==> config.mk <==
export PLATFORM = sky130hd
export DESIGN_NAME = ahb3lite_interconnect_slave_arbiter
export DESIGN_NICKNAME = d
export VERILOG_FILES = /design/src/rtl/ahb3lite_interconnect_slave_arbiter.sv
export SDC_FILE = /design/constraint.sdc
export NUM_CORES = 1
export LEC_CHECK = 0
export CORE_AREA = 2 2 64 66
export DETAILED_ROUTE_END_ITERATION = 16
export DIE_AREA = 0 0 66 68
export RECOVER_POWER = 100
export SYNTH_ARGS = -nofsm -noshare
export SYNTH_HDL_FRONTEND = slang
export SYNTH_SLANG_ARGS = --single-unit
==> constraint.sdc <==
create_clock -name HCLK -period 2.3 [get_ports HCLK]
set_input_delay 0.575 -clock HCLK [delete_from_list [all_inputs] [get_ports HCLK]]
set_output_delay 0.575 -clock HCLK [all_outputs]
set_load 0.005 [all_outputs]
==> src/rtl/ahb3lite_interconnect_slave_arbiter.sv <==
// ============================================================================
// ahb3lite_interconnect_slave_arbiter
// Per-slave-port owner arbiter: highest priority wins, round-robin on ties,
// bursts and locked sequences are never split.
// Revision: 1.0
// ============================================================================
`default_nettype none

module ahb3lite_interconnect_slave_arbiter #(
  parameter int MASTERS       = 3,
  parameter int PRIORITY_BITS = $clog2(MASTERS-1)+1,
  parameter int IDX_BITS      = $clog2(MASTERS)
) (
  input  logic                               HCLK,
  input  logic                               HRESETn,
  input  logic [MASTERS-1:0]                 mst_HSEL,
  input  logic [MASTERS*PRIORITY_BITS-1:0]   mst_priority,
  input  logic [MASTERS*2-1:0]               mst_HTRANS,
  input  logic [MASTERS-1:0]                 mst_HMASTLOCK,
  input  logic                               slv_HREADY,
  output logic [MASTERS-1:0]                 grant_o,
  output logic [IDX_BITS-1:0]                grant_idx_o,
  output logic                               grant_valid_o,
  output logic                               locked_o
);

  localparam logic [1:0] c_st_idle   = 2'd0;
  localparam logic [1:0] c_st_owned  = 2'd1;
  localparam logic [1:0] c_st_locked = 2'd2;

  localparam logic [IDX_BITS-1:0] c_rr_reset = IDX_BITS'(MASTERS-1);

  logic [1:0]          state_q,   state_d;
  logic [IDX_BITS-1:0] owner_q,   owner_d;
  logic [IDX_BITS-1:0] rr_last_q, rr_last_d;

  logic [PRIORITY_BITS-1:0] w_prio  [MASTERS];
  logic [1:0]               w_trans [MASTERS];
  logic [MASTERS-1:0]       w_req;
  logic [MASTERS-1:0]       w_cand;
  logic [PRIORITY_BITS-1:0] w_maxp;
  logic [IDX_BITS-1:0]      w_winner;
  logic [IDX_BITS-1:0]      w_scan;
  logic                     w_found;
  logic                     w_any_req;
  logic                     w_burst_hold;
  logic                     w_lock_hold;
  logic                     w_hold;
  logic                     w_arb;

  generate
    for (genvar gi = 0; gi < MASTERS; gi++) begin : g_unpack
      assign w_prio[gi]  = mst_priority[gi*PRIORITY_BITS +: PRIORITY_BITS];
      assign w_trans[gi] = mst_HTRANS[gi*2 +: 2];
      assign w_req[gi]   = mst_HSEL[gi] & mst_HTRANS[gi*2+1];
    end
  endgenerate

  assign w_any_req = |w_req;

  always_comb begin
    w_maxp = '0;
    for (int i = 0; i < MASTERS; i++) begin
      if (w_req[i] && (w_prio[i] > w_maxp)) begin
        w_maxp = w_prio[i];
      end
    end
  end

  always_comb begin
    w_cand = '0;
    for (int i = 0; i < MASTERS; i++) begin
      w_cand[i] = w_req[i] && (w_prio[i] == w_maxp);
    end
  end

  // Scan upward from the slot after the last winner so ties rotate fairly.
  always_comb begin
    w_winner = '0;
    w_found  = 1'b0;
    w_scan   = '0;
    for (int k = 1; k <= MASTERS; k++) begin
      w_scan = IDX_BITS'((int'(rr_last_q) + k) % MASTERS);
      if (!w_found && w_cand[w_scan]) begin
        w_found  = 1'b1;
        w_winner = w_scan;
      end
    end
  end

  // An owner that drops HSEL is addressing another slave, so its HTRANS no longer holds us.
  assign w_burst_hold = mst_HSEL[owner_q] & w_trans[owner_q][0];
  assign w_lock_hold  = mst_HMASTLOCK[owner_q] & (state_q == c_st_locked);
  assign w_hold       = (state_q != c_st_idle) & (w_burst_hold | w_lock_hold);

  always_ff @(posedge HCLK or negedge HRESETn) begin
    if (!HRESETn) begin
      state_q   <= c_st_idle;
      owner_q   <= '0;
      rr_last_q <= c_rr_reset;
    end else begin
      state_q   <= state_d;
      owner_q   <= owner_d;
      rr_last_q <= rr_last_d;
    end
  end

  always_comb begin
    state_d   = state_q;
    owner_d   = owner_q;
    rr_last_d = rr_last_q;
    w_arb     = 1'b0;
    case (state_q)
      c_st_idle: begin
        if (slv_HREADY && w_any_req) begin
          w_arb = 1'b1;
        end
      end
      c_st_owned, c_st_locked: begin
        if (!w_hold && slv_HREADY) begin
          if (w_any_req) begin
            w_arb = 1'b1;
          end else begin
            state_d = c_st_owned;
          end
        end
      end
      default: begin
        state_d = c_st_idle;
        owner_d = '0;
      end
    endcase
    if (w_arb) begin
      owner_d   = w_winner;
      rr_last_d = w_winner;
      state_d   = mst_HMASTLOCK[w_winner] ? c_st_locked : c_st_owned;
    end
  end

  always_comb begin
    grant_o       = '0;
    grant_idx_o   = '0;
    grant_valid_o = 1'b0;
    locked_o      = (state_q == c_st_locked);
    if (state_q != c_st_idle) begin
      grant_valid_o = 1'b1;
      grant_idx_o   = owner_q;
      for (int i = 0; i < MASTERS; i++) begin
        grant_o[i] = (owner_q == IDX_BITS'(i));
      end
    end
  end

endmodule

`default_nettype wire

==> results of run 1 <==
## through the flow
step                utilization  worst slack (ns)  std cells  area [um2]
finish                   0.4130            -1.083        216        1593
global route             0.4130            -1.232        216        1593
CTS                      0.4056            -1.073        214        1564
detailed placement       0.3812            -1.866        207        1470
global placement         0.3812            -1.826        207        1470
floorplan                     -            -1.197        110       983.4
## registers in the layout, summed over array words and instances (netlist names)
signal,cells
rr_last_q,2
state_q,2
owner_q,2
## what timing repair did
action	CTS	global route
setup buffers	3	2
pin swaps	12	0
endpoints found under the setup margin	7	8
gates cloned	0	0
gates resized for setup	28	4
## layout by cell type (no fill, tap or decap), types with 2 or more instances in the layout
master,Yosys,layout
clkbuf_8,0,3
nor2b_1,3,2
o21ai_0,4,4
nand3_1,3,3
dfrtp_1,5,5
a21oi_1,4,3
buf_6,0,3
dlygate4sd2_1,0,2
inv_2,0,2
nor3_1,2,2
clkdlybuf4s50_1,0,19
nand2_1,14,13
nor2_1,5,5
ha_1,9,5
a221oi_1,2,2
nand2b_4,0,2
buf_4,0,26
o211ai_1,3,3
ha_4,0,4
o21ai_1,2,2
a22oi_1,2,2
inv_1,9,7
and3_4,1,2
xnor2_1,7,7
dlygate4sd3_1,0,2
mux2i_1,5,4
## layer usage
metal | share of wire | global-route usage | vias up
met3 | 0.035 | 0.01151 | 6
met2 | 0.51 | 0.2298 | 21
met1 | 0.44 | 0.1528 | 492
met4 | 0.018 | 0.06888 | 0
li1 | - | - | 513
met5 | 0 | 0 | -
## critical path: stages
cell and delay, ns:
buf_6 0.09, and3_4 0.17, inv_2 0.06, ha_4 0.19, nor2b_4 0.13, o2111ai_4 0.23, mux2i_2 0.33, ha_4 0.26
nand2b_4 0.07, a221oi_4 0.06, buf_4 0.15, a21o_1 0.17, o21ai_1 0.12, or3b_1 0.34, and4bb_2 0.27, nand2b_4 0.15
o211ai_1 0.16
## cells by family (layout without fill, tap and decap cells)
logic type | Yosys count | count (layout) | synth area share
adders and majority gates | 9 | 9 | 0.1211
DFF | 6 | 6 | 0.1629
buffers and inverters | 11 | 67 | 0.05922
muxes | 6 | 6 | 0.06998
xor gates and xnor gates | 8 | 8 | 0.07537
and+or+nand+nor | 40 | 40 | 0.2436
AOI/OAI and AO/OA | 30 | 30 | 0.2679
## how the worst max path moves through the flow
| stage | from | cells past startpoint | endpoint | slack [ns] |
|---|---|---|---|---|
| floorplan | mst_priority[1] | 14 | state_q[1]$_DFFE_PN0P_ | -1.20 |
| global placement | mst_priority[1] | 15 | state_q[1]$_DFFE_PN0P_ | -1.83 |
| detailed placement | mst_priority[1] | 15 | state_q[1]$_DFFE_PN0P_ | -1.87 |
| CTS | mst_priority[1] | 17 | state_q[1]$_DFFE_PN0P_ | -1.07 |
| global route | mst_priority[1] | 18 | state_q[0]$_DFFE_PN0P_ | -1.23 |
| finish | mst_priority[1] | 17 | state_q[1]$_DFFE_PN0P_ | -1.08 |
## cell type report
cell class | instances | area (um2)
clock buffers | 4 | 45.04
fillers | 400 | 2263
inverters | 10 | 45.04
multi-input cells | 93 | 822.0
flip-flops and latches | 6 | 151.4
well taps | 50 | 62.56
repair buffers | 53 | 466.7
## power breakdown
| group | switching [W] | total, W | internal, W |
|---|---|---|---|
| registers | 0.0000336 | 0.000180 | 0.000147 |
| logic | 0.000322 | 0.000665 | 0.000343 |
| clock network | 0.0000528 | 0.000173 | 0.000120 |
| total | 0.000408 | 0.00102 | 0.000610 |
==> flow_summary.yaml, run 1 <==
floorplan:
  die_w_um: 66
  ios: 28
  fp.dieH_um: 68
  core_mm2: 0.003856
  rows: 23
  start_util: 0.2411
  die_area_mm2: 0.004488
setup_path:
  worstSetupEndpointType: "register"
  crit_arrival_ns: 3.53
  cp_max_fo: 5
  r2r-start: "state_q[0]$_DFFE_PN0P_"
  cp.required_ns: 2.44
  r2r-end: "state_q[0]$_DFFE_PN0P_"
  reg2reg_depth: 10
  regToRegSetupSlack_ns: -0.03
  startpoint_type: "input port"
  worstSetupPathType: "input port to register"
synth:
  syn_avg_cell_area_um2: 8.451
  synth_area_leaders: "dfrtp_1 13%, ha_1 12%, xnor2_1 6.6%, nand2_1 5.7%, mux2i_1 5.4%"
  yosysSeqAreaShare: 0.1629
  yosysTopAreaCell: "dfrtp_1"
  ys_types: 45
  yosysMostFrequentCell: "nand2_1"
  synth.yosys.warnings: 0
  synth_common_cells: "14 x nand2_1, 9 x ha_1, 9 x inv_1"
  syn-cell-area_um2: 929.6
  syn_nets: 140
  synth_enable_flop_cells: 0
  synth-seq-cells: 6
  yosysTopAreaCellShare: 0.1346
  async_flop_share: 1.000
  yosys_most_used_dff: "dfrtp_1"
  synth_cells: 110
routing:
  final_antenna_net_count: 0
  first_iter_violations: 35
  vias: 1032
  vias_per_cell: 4.778
  drtPass1Iterations: 4
  wirelength_um: 2722
  routedWlPerCell_um: 12.60
  drc: 0
cts:
  cts_tree: "built"
  ctsHtreeMaxLevel: 1
  cts.sinks: 6
  cts_root_buffer: "clkbuf_8"
  clock_path_buffers: 2
  cts-hold-fix-buffers: 0
  clock_latency_ns: 0.23
  cts_buffers: 3
  clk_pin_slew_worst_paths_ns: 0.04
layout:
  drive_gt1_frac: 0.3554
  nets: 197
  n_antenna_cell: 0
  area_growth_pct: 71.33
status:
  failed_checks: "negative setup slack"
  status: "complete, but fails checks"
sta:
  setup_viol: 7
  clock-skew-final_ns: 0.0009187
  final_hold_viol_count: 0
  max_freq_mhz: 295.6
  tns_ns: -5.877
  timing.hold.ws_ns: 0.5003
  rsz0062_at_grt: "yes"
  slew_headroom: 0.6543
  finalCriticalPeriod_ns: 3.383
  slew_viol_final: 0
  worst_pin_slew_ns: 0.5167
  post-route-period-util: 1.471
  timing.final.ws_setup_ns: -1.083
min_path:
  hold_class: "register to register"
  holdPathEnd: "rr_last_q[1]$_DFFE_PN1P_"
  hold_start: "rr_last_q[1]$_DFFE_PN1P_"
  min_path_cells: 2
grt:
  gr-total-overflow: 0
  grt_start_max_net_pins: 10
  grt.total_usage: 0.1285
  antenna_found_initial: 0
  grt_pass1_wl_um: 4498
  grt_pass1_vias: 1062
power_and_ir_drop:
  finalPower_w: 0.001018
  power.density_mw_per_mm2: 639.0
  p_leak_nw: 0.6612
  ir_drop_v: 0.0004258
placement:
  gp_congestion: 0.8671
  dpl.hpwl_um: 2189
  io_buffers: 27
run:
  cap_viol_max_count: 0
(Power assumes the default switching activity.)
==> inputs of run 2 (changes only) <==
--- a/config.mk
+++ b/config.mk
@@ -5,10 +5,12 @@
 export SDC_FILE = /design/constraint.sdc
 export NUM_CORES = 1
 export LEC_CHECK = 0
-export CORE_AREA = 2 2 64 66
+export CORE_AREA = 2 2 52 54
 export DETAILED_ROUTE_END_ITERATION = 16
-export DIE_AREA = 0 0 66 68
+export DIE_AREA = 0 0 54 56
+export PLACE_DENSITY = 0.67
 export RECOVER_POWER = 100
+export SETUP_SLACK_MARGIN = 0.4
 export SYNTH_ARGS = -nofsm -noshare
 export SYNTH_HDL_FRONTEND = slang
 export SYNTH_SLANG_ARGS = --single-unit
==> flow_summary.yaml, run 2 (synthesized netlist as in run 1, its figures left out) <==
routing:
  vias_per_cell: 5.322
  routedWlPerCell_um: 15.21
  vias: 1107
  final_antenna_net_count: 0
  first_iter_violations: 34
  drtPass1Iterations: 4
  drc: 0
  wirelength_um: 3164
sta:
  clock-skew-final_ns: 0.003498
  setup_viol: 6
  slew_viol_final: 0
  timing.final.ws_setup_ns: -1.137
  post-route-period-util: 1.494
  tns_ns: -6.086
  max_freq_mhz: 291.0
  worst_pin_slew_ns: 0.4434
  finalCriticalPeriod_ns: 3.437
  final_hold_viol_count: 0
  rsz0062_at_grt: "yes"
  slew_headroom: 0.7044
setup_path:
  worstSetupEndpointType: "register"
  cpMostUsedCell: "ha_4"
  r2r-start: "state_q[1]$_DFFE_PN0P_"
  slowest_delay_ns: 0.35
  startpoint_type: "input port"
  crit_arrival_ns: 3.60
  cp_max_fo: 4
  cp-startpoint: "mst_priority[1]"
  cp.required_ns: 2.47
  worstSetupPathType: "input port to register"
  slowest_stage: "a2111o_1"
  cp_num_buf_inv: 4
  crit_chain: "buf_6 -> and3_4 -> inv_2 -> ha_4 -> nor2b_4 -> o2111ai_4 -> mux2i_2 -> inv_1 -> ha_4 -> a221oi_4 -> buf_4 -> a21o_1 -> a2111o_1 -> o311ai_1 -> o21bai_4 -> mux2_4 -> o21ai_2"
  critPathTopFamily: "compound AO/OA/AOI/OAI gates"
floorplan:
  fp.dieH_um: 56
  start_util: 0.3822
  die_w_um: 54
  core_mm2: 0.002432
  die_area_mm2: 0.003024
  rows: 18
  ios: 28
cts:
  cts.sinks: 6
  clock_path_buffers: 2
  cts_buffers: 3
  ctsHtreeMaxLevel: 1
  clk_pin_slew_worst_paths_ns: 0.04
  clock_latency_ns: 0.24
  cts_tree: "built"
  cts-hold-fix-buffers: 0
  cts_root_buffer: "clkbuf_4"
placement:
  place_area_mm2: 0.001453
  gp_congestion: 0.8961
  dpl.hpwl_um: 2170
  dp.cells: 188
  io_buffers: 27
grt:
  grt_pass1_wl_um: 4733
  grt.total_usage: 0.2022
  gr-total-overflow: 0
  grt_start_max_net_pins: 9
  grt_pass1_vias: 1129
  antenna_found_initial: 0
layout:
  final_cell_mix: "34 x buf_4, 13 x nand2_1, 13 x clkdlybuf4s50_1"
  fin_cells: 208
  reg_top3: "owner_q x2, rr_last_q x2, state_q x2"
  drive_gt1_frac: 0.4213
  nets: 209
  final_common_cell: "buf_4"
  regArea_um2: 151.4
  n_antenna_cell: 0
  multiInputGateArea_um2: 827.0
  area_growth_pct: 76.04
  postLayoutCellArea_mm2: 0.001637
  fillCellCount: 200
power_and_ir_drop:
  p_leak_nw: 0.7151
  ir_drop_v: 0.0006116
  power.density_mw_per_mm2: 660.2
status:
  failed_checks: "negative setup slack"
  status: "complete, but fails checks"
min_path:
  hold_class: "register to register"
  hold_start: "rr_last_q[1]$_DFFE_PN1P_"
run:
  cap_viol_max_count: 0
==> run 2: cell count changes in the layout (fill, tap and decap cells not counted), sizes merged <==
cell,before,now
bufinv,0,1
clkdlybuf4s50,19,13
clkbuf,4,9
inv,10,9
buf,29,41
clkdlybuf4s15,1,2
dlygate4sd2,2,3
dlygate4sd3,2,1
==> run 2: stage by stage <==
step	util	setup WS (ns)	power, W	hold slack, ns
finish	0.6728	-1.137	0.001080	0.5011
global route	0.6728	-1.264	0.001155	0.5314
CTS	0.6626	-1.122	0.001007	0.5064
detailed placement	0.5972	-1.853	0.0008225	0.5000
global placement	0.5972	-1.730	0.0008111	0.4888
floorplan	-	-1.197	0.0005669	0.2794
==> run 2: repair_timing <==
item | in CTS | in global routing
resized for setup | 46 | 17
pin swaps | 12 | 8
endpoints found under the hold margin | 0 | 0
endpoints found under the setup margin | 13 | 12
buffers inserted | 12 | 4
==> run 2: area by class of cell <==
class                           count  share of cell area
Inverter                           10             0.03287
Multi-Input combinational cell     93              0.5054
Clock buffer                        4             0.01606
Timing Repair Buffer               65              0.3303
Sequential cell                     6             0.09251
Tap cell                           30             0.02294
==> run 2: worst paths after layout <==
path                       slack [ns]  depth (start not counted)                        to
setup / recovery                -1.14                         17    state_q[0]$_DFFE_PN0P_
hold / removal                   0.50                          2  rr_last_q[1]$_DFFE_PN1P_
max in group asynchronous        1.38                          1  rr_last_q[1]$_DFFE_PN1P_
setup reg to reg                 0.12                         11    state_q[0]$_DFFE_PN0P_
min in group asynchronous        0.64                          1    owner_q[0]$_DFFE_PN0P_
hold reg to reg                  0.50                          2  rr_last_q[1]$_DFFE_PN1P_
==> run 2: layer usage <==
| metal | wire length, um | track usage | up-vias |
|---|---|---|---|
| met4 | 62 | 0.07500 | 0 |
| met3 | 173 | 0.05376 | 8 |
| met2 | 1586 | 0.3380 | 40 |
| met1 | 1341 | 0.2397 | 520 |
| li1 | - | - | 539 |
| met5 | 0 | 0 | - |
==> run 2: power by group <==
part / total (W) / internal [W] / switching, W
clock network: 0.000102 / 0.0000656 / 0.0000364
logic: 0.000797 / 0.000418 / 0.000379
registers: 0.000181 / 0.000146 / 0.0000347
==> run 2: tightest hold or removal path: stages (launching register included) <==
cell,delay (ns)
dfstp_2,0.36
inv_1,0.06
o21ai_1,0.07
==> inputs of run 3 (changes only) <==
--- a/config.mk
+++ b/config.mk
@@ -8,7 +8,7 @@
 export CORE_AREA = 2 2 52 54
 export DETAILED_ROUTE_END_ITERATION = 16
 export DIE_AREA = 0 0 54 56
-export PLACE_DENSITY = 0.67
+export PLACE_DENSITY = 0.69
 export RECOVER_POWER = 100
 export SETUP_SLACK_MARGIN = 0.4
 export SYNTH_ARGS = -nofsm -noshare
==> constraint.sdc (replaced) <==
create_clock -name HCLK -period 2.75 [get_ports HCLK]
set_input_delay 0.6875 -clock HCLK [delete_from_list [all_inputs] [get_ports HCLK]]
set_output_delay 0.6875 -clock HCLK [all_outputs]
set_load 0.005 [all_outputs]
==> flow_summary.yaml, run 3 (synthesized netlist as in run 1, its figures left out) <==
cts:
  clk_pin_slew_worst_paths_ns: 0.05
  cts_tree: "built"
  ctsHtreeMaxLevel: 1
  cts_root_buffer: "clkbuf_4"
  cts.sinks: 6
  clock_path_buffers: 2
  cts-hold-fix-buffers: 0
  clock_latency_ns: 0.24
  cts_buffers: 3
sta:
  worst_pin_slew_ns: 0.4070
  slew_viol_final: 0
  final_hold_viol_count: 0
  timing.final.ws_setup_ns: -0.7386
  finalCriticalPeriod_ns: 3.489
  slew_headroom: 0.7287
  timing.hold.ws_ns: 0.5070
  setup_viol: 6
  max_freq_mhz: 286.6
  post-route-period-util: 1.269
  clock-skew-final_ns: 0.006020
  rsz0062_at_grt: "yes"
placement:
  place_area_mm2: 0.001438
  dpl.hpwl_um: 2154
  gp_congestion: 0.8365
  pre_cts_ws_ns: -1.450
  io_buffers: 27
grt:
  antenna_found_initial: 0
  gr-total-overflow: 0
  grt_pass1_vias: 1093
  globalRouteMet3Util: 0.02151
  grt_use_met1: 0.2635
  grt_pass1_wl_um: 4692
  top_usage_layer: "met2"
  gr-usage-met2: 0.3415
  grt.total_usage: 0.2032
  grt_start_max_net_pins: 10
routing:
  drc: 0
  drtPass1Iterations: 4
  final_antenna_net_count: 0
  vias_per_cell: 5.210
  wirelength_um: 2896
  vias: 1042
  first_iter_violations: 14
  routedWlPerCell_um: 14.48
layout:
  postLayoutCellArea_mm2: 0.001578
  area_growth_pct: 69.72
  final_common_cell: "buf_4"
  reg_top3: "owner_q x2, rr_last_q x2, state_q x2"
  drive_gt1_frac: 0.3647
  fillCellCount: 204
  nets: 201
  final_cell_mix: "30 x buf_4, 13 x nand2_1, 13 x clkdlybuf4s50_1"
  n_antenna_cell: 0
  post-route-util: 0.6487
status:
  failed_checks: "negative setup slack"
  status: "complete, but fails checks"
setup_path:
  cp.required_ns: 2.91
  crit_arrival_ns: 3.65
  cp_num_buf_inv: 3
  worstSetupPathType: "input port to register"
  startpoint_type: "input port"
  crit_chain: "buf_6 -> and3_4 -> inv_2 -> ha_4 -> nor2b_4 -> o2111ai_4 -> mux2i_2 -> inv_2 -> ha_4 -> nand2b_4 -> a221oi_4 -> a211oi_2 -> o21ai_1 -> or3b_1 -> and4bb_2 -> nand2b_4 -> o211ai_1"
  critPathTopFamily: "simple AND/OR/NAND/NOR gates"
  worstSetupEndpointType: "register"
  slowest_delay_ns: 0.33
  slowest_stage: "or3b_1"
  cp_max_fo: 5
power_and_ir_drop:
  comb_power_share: 0.701
  finalPower_w: 0.0007990
  clkPwrFrac: 0.112
  power.density_mw_per_mm2: 506.4
  switching_power_w: 0.0003315
  internal_power_w: 0.0004674
  p_seq_frac: 0.187
  p_leak_nw: 0.6819
  ir_drop_v: 0.0004973
  switching_share: 0.4150
run:
  cap_viol_max_count: 0
floorplan:
  rows: 18
  die_area_mm2: 0.003024
  start_util: 0.3822
  die_w_um: 54
  ios: 28
  core_mm2: 0.002432
  fp.dieH_um: 56
min_path:
  hold_class: "register to register"
run 3: power by group through the flow:
stage               clock [W]  combinational, W  sequential, W
detailed placement          0          0.000532       0.000153
global route        0.0000983          0.000615       0.000154
CTS                 0.0000931          0.000587       0.000148
floorplan                   0          0.000330       0.000144
global placement            0          0.000524       0.000151
finish              0.0000896          0.000560       0.000149
run 3: per-layer routing:
layer | vias up | wire, um
met5 | - | 0
met4 | 0 | 16
met3 | 2 | 120
met2 | 21 | 1419
met1 | 493 | 1339
li1 | 526 | -
run 3: area by class of cell:
cell class | instances | area (um2) | area share
Tap cell | 30 | 37.54 | 0.02379
Inverter | 10 | 45.04 | 0.02855
Multi-Input combinational cell | 93 | 822.0 | 0.5210
Sequential cell | 6 | 151.4 | 0.09596
Timing Repair Buffer | 57 | 495.5 | 0.3140
Clock buffer | 4 | 26.28 | 0.01665
run 3: repair_timing:
action / CTS / global route
cloned: 0 / 0
setup endpoints to repair: 9 / 7
resized for setup: 30 / 5
pin swaps: 11 / 9
setup buffers: 7 / 3
run 3: worst paths after layout:
path / to / depth (start not counted) / startpoint / slack, ns
hold / removal: rr_last_q[1]$_DFFE_PN1P_ / 2 / rr_last_q[1]$_DFFE_PN1P_ / 0.51
max in group asynchronous: rr_last_q[1]$_DFFE_PN1P_ / 1 / HRESETn / 1.70
setup / recovery: state_q[1]$_DFFE_PN0P_ / 17 / mst_priority[1] / -0.74
setup reg to reg: state_q[0]$_DFFE_PN0P_ / 10 / state_q[0]$_DFFE_PN0P_ / 0.67
hold reg to reg: rr_last_q[1]$_DFFE_PN1P_ / 2 / rr_last_q[1]$_DFFE_PN1P_ / 0.51
min in group asynchronous: owner_q[0]$_DFFE_PN0P_ / 1 / HRESETn / 0.76
run 3: through the flow:
step                      setup TNS (ns)  std cells
final                             -3.788        200
after global routing              -4.654        200
after CTS                         -3.603        197
after detailed placement          -7.964        186
after global placement            -7.629        186
after floorplan                   -4.340        110
run 3: tightest hold or removal path, stage by stage (launching register included):
cell	delay (ns)
dfstp_2	0.36
inv_1	0.07
o21ai_1	0.07
